## src/rtl/rsa_byte_stream.sv

```systemverilog
// Packs the 8-bit input stream into K-bit words, runs each through the modular exponentiator, and streams the result back out as bytes.
// Build macro RSA_BSTREAM_RANGE_CHK_EN rejects words >= M and returns an all-zero result flagged with out_err.
module rsa_byte_stream #(
   parameter int K = 192
`ifdef RSA_BSTREAM_RANGE_CHK_EN
   ,
   parameter logic [K-1:0] M = 192'hfffffffffffffffffffffffffffffffeffffffffffffffff
`endif
) (
   input  logic         clk,
   input  logic         rst_n,
   input  logic         in_valid,
   output logic         in_ready,
   input  logic [7:0]   in_data,
   input  logic [K-1:0] key,
   output logic         out_valid,
   input  logic         out_ready,
   output logic [7:0]   out_data,
   output logic         out_last,
   output logic         out_err,
   output logic         exp_start,
   output logic [K-1:0] exp_x,
   output logic [K-1:0] exp_y,
   input  logic [K-1:0] exp_z,
   input  logic         exp_done,
   output logic         busy
);

   localparam int NB = K / 8;
   localparam int CW = (NB > 1) ? $clog2(NB) : 1;
   localparam logic [CW-1:0] LAST = CW'(NB - 1);

   typedef enum logic [1:0] {COLLECT, LAUNCH, RELEASE, EMIT} state_t;

   state_t        state_q, state_d;
   logic [K-1:0]  y_q, y_d;
   logic [K-1:0]  x_q, x_d;
   logic [K-1:0]  res_q, res_d;
   logic [CW-1:0] cnt_q, cnt_d;
   logic          err_q, err_d;
   logic [K-1:0]  word_next;
   logic          word_bad;

   assign word_next = {y_q[K-9:0], in_data};

`ifdef RSA_BSTREAM_RANGE_CHK_EN
   assign word_bad = (word_next >= M);
`else
   assign word_bad = 1'b0;
`endif

   always_comb begin
      state_d = state_q;
      y_d     = y_q;
      x_d     = x_q;
      res_d   = res_q;
      cnt_d   = cnt_q;
      err_d   = err_q;
      case (state_q)
         COLLECT: begin
            if (in_valid) begin
               y_d = word_next;
               if (cnt_q == LAST) begin
                  x_d   = key;
                  cnt_d = '0;
                  if (word_bad) begin
                     res_d   = '0;
                     err_d   = 1'b1;
                     state_d = EMIT;
                  end else begin
                     state_d = LAUNCH;
                  end
               end else begin
                  cnt_d = cnt_q + 1'b1;
               end
            end
         end
         LAUNCH: begin
            if (exp_done) begin
               res_d   = exp_z;
               state_d = RELEASE;
            end
         end
         // Wait for the core to drop done so it is idle before the next launch.
         RELEASE: begin
            if (!exp_done) begin
               state_d = EMIT;
            end
         end
         EMIT: begin
            if (out_ready) begin
               res_d = res_q << 8;
               if (cnt_q == LAST) begin
                  cnt_d   = '0;
                  err_d   = 1'b0;
                  state_d = COLLECT;
               end else begin
                  cnt_d = cnt_q + 1'b1;
               end
            end
         end
         default: state_d = COLLECT;
      endcase
   end

   always_ff @(posedge clk or negedge rst_n) begin
      if (!rst_n) begin
         state_q <= COLLECT;
         y_q     <= '0;
         x_q     <= '0;
         res_q   <= '0;
         cnt_q   <= '0;
         err_q   <= 1'b0;
      end else begin
         state_q <= state_d;
         y_q     <= y_d;
         x_q     <= x_d;
         res_q   <= res_d;
         cnt_q   <= cnt_d;
         err_q   <= err_d;
      end
   end

   assign in_ready  = (state_q == COLLECT);
   assign busy      = (state_q != COLLECT);
   assign exp_start = (state_q == LAUNCH);
   assign out_valid = (state_q == EMIT);
   assign out_data  = res_q[K-1:K-8];
   assign out_last  = (state_q == EMIT) && (cnt_q == LAST);
   assign out_err   = err_q;
   assign exp_x     = x_q;
   assign exp_y     = y_q;

endmodule

```

## config.mk

```make
export PLATFORM = sky130hd
export DESIGN_NAME = rsa_byte_stream
export DESIGN_NICKNAME = d
export VERILOG_FILES = /design/src/rtl/rsa_byte_stream.sv
export SDC_FILE = /design/constraint.sdc
export NUM_CORES = 1
export LEC_CHECK = 0
export ABC_AREA = 1
export CORE_AREA = 2 2 309 311
export DETAILED_ROUTE_END_ITERATION = 16
export DIE_AREA = 0 0 311 313
export SLEW_MARGIN = 10
export SYNTH_ARGS = -nofsm -noshare
export SYNTH_HDL_FRONTEND = slang
export SYNTH_SLANG_ARGS = --single-unit
```

## constraint.sdc

```tcl
create_clock -name clk -period 2.39 [get_ports clk]
set_input_delay 0.478 -clock clk [delete_from_list [all_inputs] [get_ports clk]]
set_output_delay 0.478 -clock clk [all_outputs]
set_load 0.005 [all_outputs]
```

==> summary.md <==
| Metric | Value |
|---|---|
| Run status | `finished, final reports clean` |
| Crit Path Category | `flop to output pin` |
| Worst skew pair latency | `about 0.63 ns` |
| Sw frac | `32.93%` |
| Commonest non-fill, non-tap cell in the layout | `clkdlybuf4s50_1` |
| Nets@finish | `3555` |
| Pwr Total | `between 0.04 and 0.05 W` |
| Cell internal pwr | `0.02935 W` |
| Final setup fails | `0` |
| Fmax | `433.8 MHz` |
| Synthesized area per cell | `~10 µm²` |
| Syn Inst Count | `between 2000 and 2500` |
| Compound-Gate Fraction of Synth Area | `around an eighth` |
| First-pass GRT wire length | `about 120000 µm` |
| Global Route Usage Sum | `16.56%` |
| Gate power share | `a little under two fifths` |
| Area post-placement | `~34000 µm²` |
| Endpoint class of the critical path | `output pin` |
| Netlist cell types | `23` |
| Synth Cell Area | `approximately 25000 µm²` |
| Dominant cells by area after synthesis | `dfrtp_1 59%, o21ai_0 11%, nand2_1 9.4%` |
| Clk_skew | `approximately 0.019 ns` |
| Post-synthesis sequential area ratio | `between 50% and 60%` |
| Tmin final | `between 2 and 2.5 ns` |
| Clock share of power | `approximately a quarter` |
| Synth warn | `0` |
| Slew Viols, Final | `0` |
| Post-synthesis mux area share | `9.492%` |
| RSZ-0062 raised after global routing | `false` |
| ANT nets after route | `0` |
| Crit path launch type | `flop` |
| Routed WL | `between 80000 and 90000 µm` |
| Worst Path Required | `about 1.9 ns` |
| Adder-cell share of the synthesized area | `less than 1%` |
| CTS tree | `done` |
| Drt wl/cell | `roughly 19 µm` |
| IO Pins | `around 800` |
| CTS Buffer Depth | `3` |
| Final Hold Vio Count | `0` |
| #FFs+latches synth | `583` |
| Largest net degree at the start of global routing | `around 170` |
| Root buffer cell | `clkbuf_16` |
| DIE WIDTH | `roughly 310 µm` |
| TritonRoute pass-1 iters | `5` |
| Synth-to-layout area growth | `48.52%` |
| Min-delay worst type | `input port to flop` |
| Die area | `97340 µm²` |
| Vias in the first global route | `~20000` |
| Synth Area in Simple Gates | `between 10 and 15%` |
| Reg power frac | `38.1%` |
| Initial Util | `26.12%` |
| Crit path DAT | `roughly 1.8 ns` |
| Max cap viols | `0` |
| Peak supply drop | `about 570 µV` |
| Clock-pin slew of the registers on the worst-case setup and hold paths | `around 0.07 ns` |
| Static leakage | `about 17 nW` |
| Layout cell share with drive strength beyond 1 | `between 15 and 20%` |
| Most frequent cells in the layout | `787 x clkdlybuf4s50_1, 617 x nand2_1, 583 x dfrtp_1` |
| Syn nets | `~2800` |
| Port Buffer Count | `between 700 and 800` |
| Slew margin rel. | `approximately 43%` |
| Vert. Die Dim | `roughly 310 µm` |
| CTS H-tree depth | `3` |
| Dpl hpwl | `just over 60000 µm` |
| Top cell type by total area after synthesis | `dfrtp_1` |
| Power Density | `roughly 1200 nW/µm²` |
| Via/cell ratio | `between 4 and 5` |
| Psw | `0.01441 W` |
| Initial antenna violation count | `17` |
| Design Area, Final | `between 30000 and 40000 µm²` |
| DR iter-0 viols | `around 1500` |
| Num Clock Sinks | `a little under 600` |
| Largest family of logic cells by synthesized area | `simple AND/OR/NAND/NOR gates` |
| Slew @ Worst Pin | `between 0.8 and 0.9 ns` |
| # rows | `around 110` |
| Core area | `between 90000 and 100000 µm²` |
| GPL Wtd Cong | `a little under 0.9` |
| Drt drc | `0` |
| Synth top area share | `between 50% and 60%` |
| Setup TNS | `0 ns` |
| Synth Area in XOR/XNOR | `0%` |
| CP Max Fanout | `3` |
| Fin crit share | `a little over nine tenths` |
| Total CTS buffers | `69` |
| Detailed-route via count | `between 15000 and 20000` |
| Overflow after GRT | `0` |
power by group through the flow:
stage	clock network, W	registers [W]	logic (W)
global route	0.0114	0.0171	0.0180
detailed placement	0	0.0168	0.0163
CTS	0.0110	0.0167	0.0166
floorplan	0	0.0160	0.00831
global placement	0	0.0167	0.0161
finish	0.0107	0.0167	0.0163
state kept, by name (all words and copies together) (netlist names):
register / flops
cnt_q: 5
res_q: 192
exp_y: 192
exp_x: 192
state_q: 2
Yosys cell counts (all sizes together):
library cell	instances
or2	185
inv	20
ha	5
conb	1
nor2	16
nand2	619
dfrtp	583
a21oi	10
o211ai	1
mux2	174
nand4	1
clkbuf	95
o21ai	580
buf	84
nand3	6
layout make-up:
class / instances / area (µm²)
Timing Repair Buffer: 881 / 8927
Inverter: 20 / 80.08
Clock buffer: 96 / 1989
Clock inverter: 26 / 305.3
Fill cell: 9287 / 57630
Sequential cell: 583 / 14590
Tap cell: 1265 / 1583
Antenna cell: 7 / 17.52
Multi-Input combinational cell: 1598 / 9039
logic make-up after synthesis:
group | count (synthesis)
multiplexers | 174
adder cells (fa/ha/maj) | 5
flip-flops | 583
AO/OA/AOI/OAI | 591
buffers and inverters | 199
AND/OR/NAND/NOR | 827
other | 1
routing by layer:
metal / vias up / GRT usage (%) / routed length, µm
met1: 9378 / 20.81 / 34570
met3: 136 / 5.346 / 6623
met2: 707 / 26.85 / 39590
met5: - / 0 / 168
met4: 24 / 5.643 / 2213
li1: 9424 / - / -
worst max-delay path: stages, from the launching register on:
cell,delay (ns)
dfrtp_1,0.43
inv_1,0.15
ha_1,0.28
clkdlybuf4s15_2,0.34
path summary, 6_finish.rpt:
| check | from | endpoint | slack (ns) | cells past startpoint |
|---|---|---|---|---|
| setup / recovery | state_q[1]$_DFFE_PN0P_ | exp_start | 0.08 | 3 |
| hold / removal | key[81] | exp_x[81]$_DFFE_PN0P_ | 0.39 | 3 |
| setup reg to reg | state_q[1]$_DFFE_PN0P_ | res_q[118]$_DFFE_PN0P_ | 0.21 | 8 |
| hold reg to reg | res_q[142]$_DFFE_PN0P_ | res_q[142]$_DFFE_PN0P_ | 0.48 | 2 |
| max in group asynchronous | rst_n | exp_y[37]$_DFFE_PN0P_ | 1.05 | 3 |
| min in group asynchronous | rst_n | res_q[71]$_DFFE_PN0P_ | 0.44 | 2 |
per-stage QoR:
step,utilization (%),cells,hold WS [ns],setup WS [ns]
floorplan,-,2380,0.1824,0.6483
global placement,36.17,4335,0.4597,0.1697
detailed placement,36.17,4335,0.4672,0.1364
CTS,38.78,4469,0.3229,0.04745
global route,38.78,4469,0.3514,0.004118
finish,38.79,4476,0.3911,0.08474
repair_timing:
item	CTS	global route
gates resized for setup	17	0
buffers inserted	10	0
endpoints found under the setup margin	5	1
hold buffers	1	0
hold endpoints to repair	38	0
pin swaps	3	1
cloned	1	0
(Power assumes the default switching activity.)
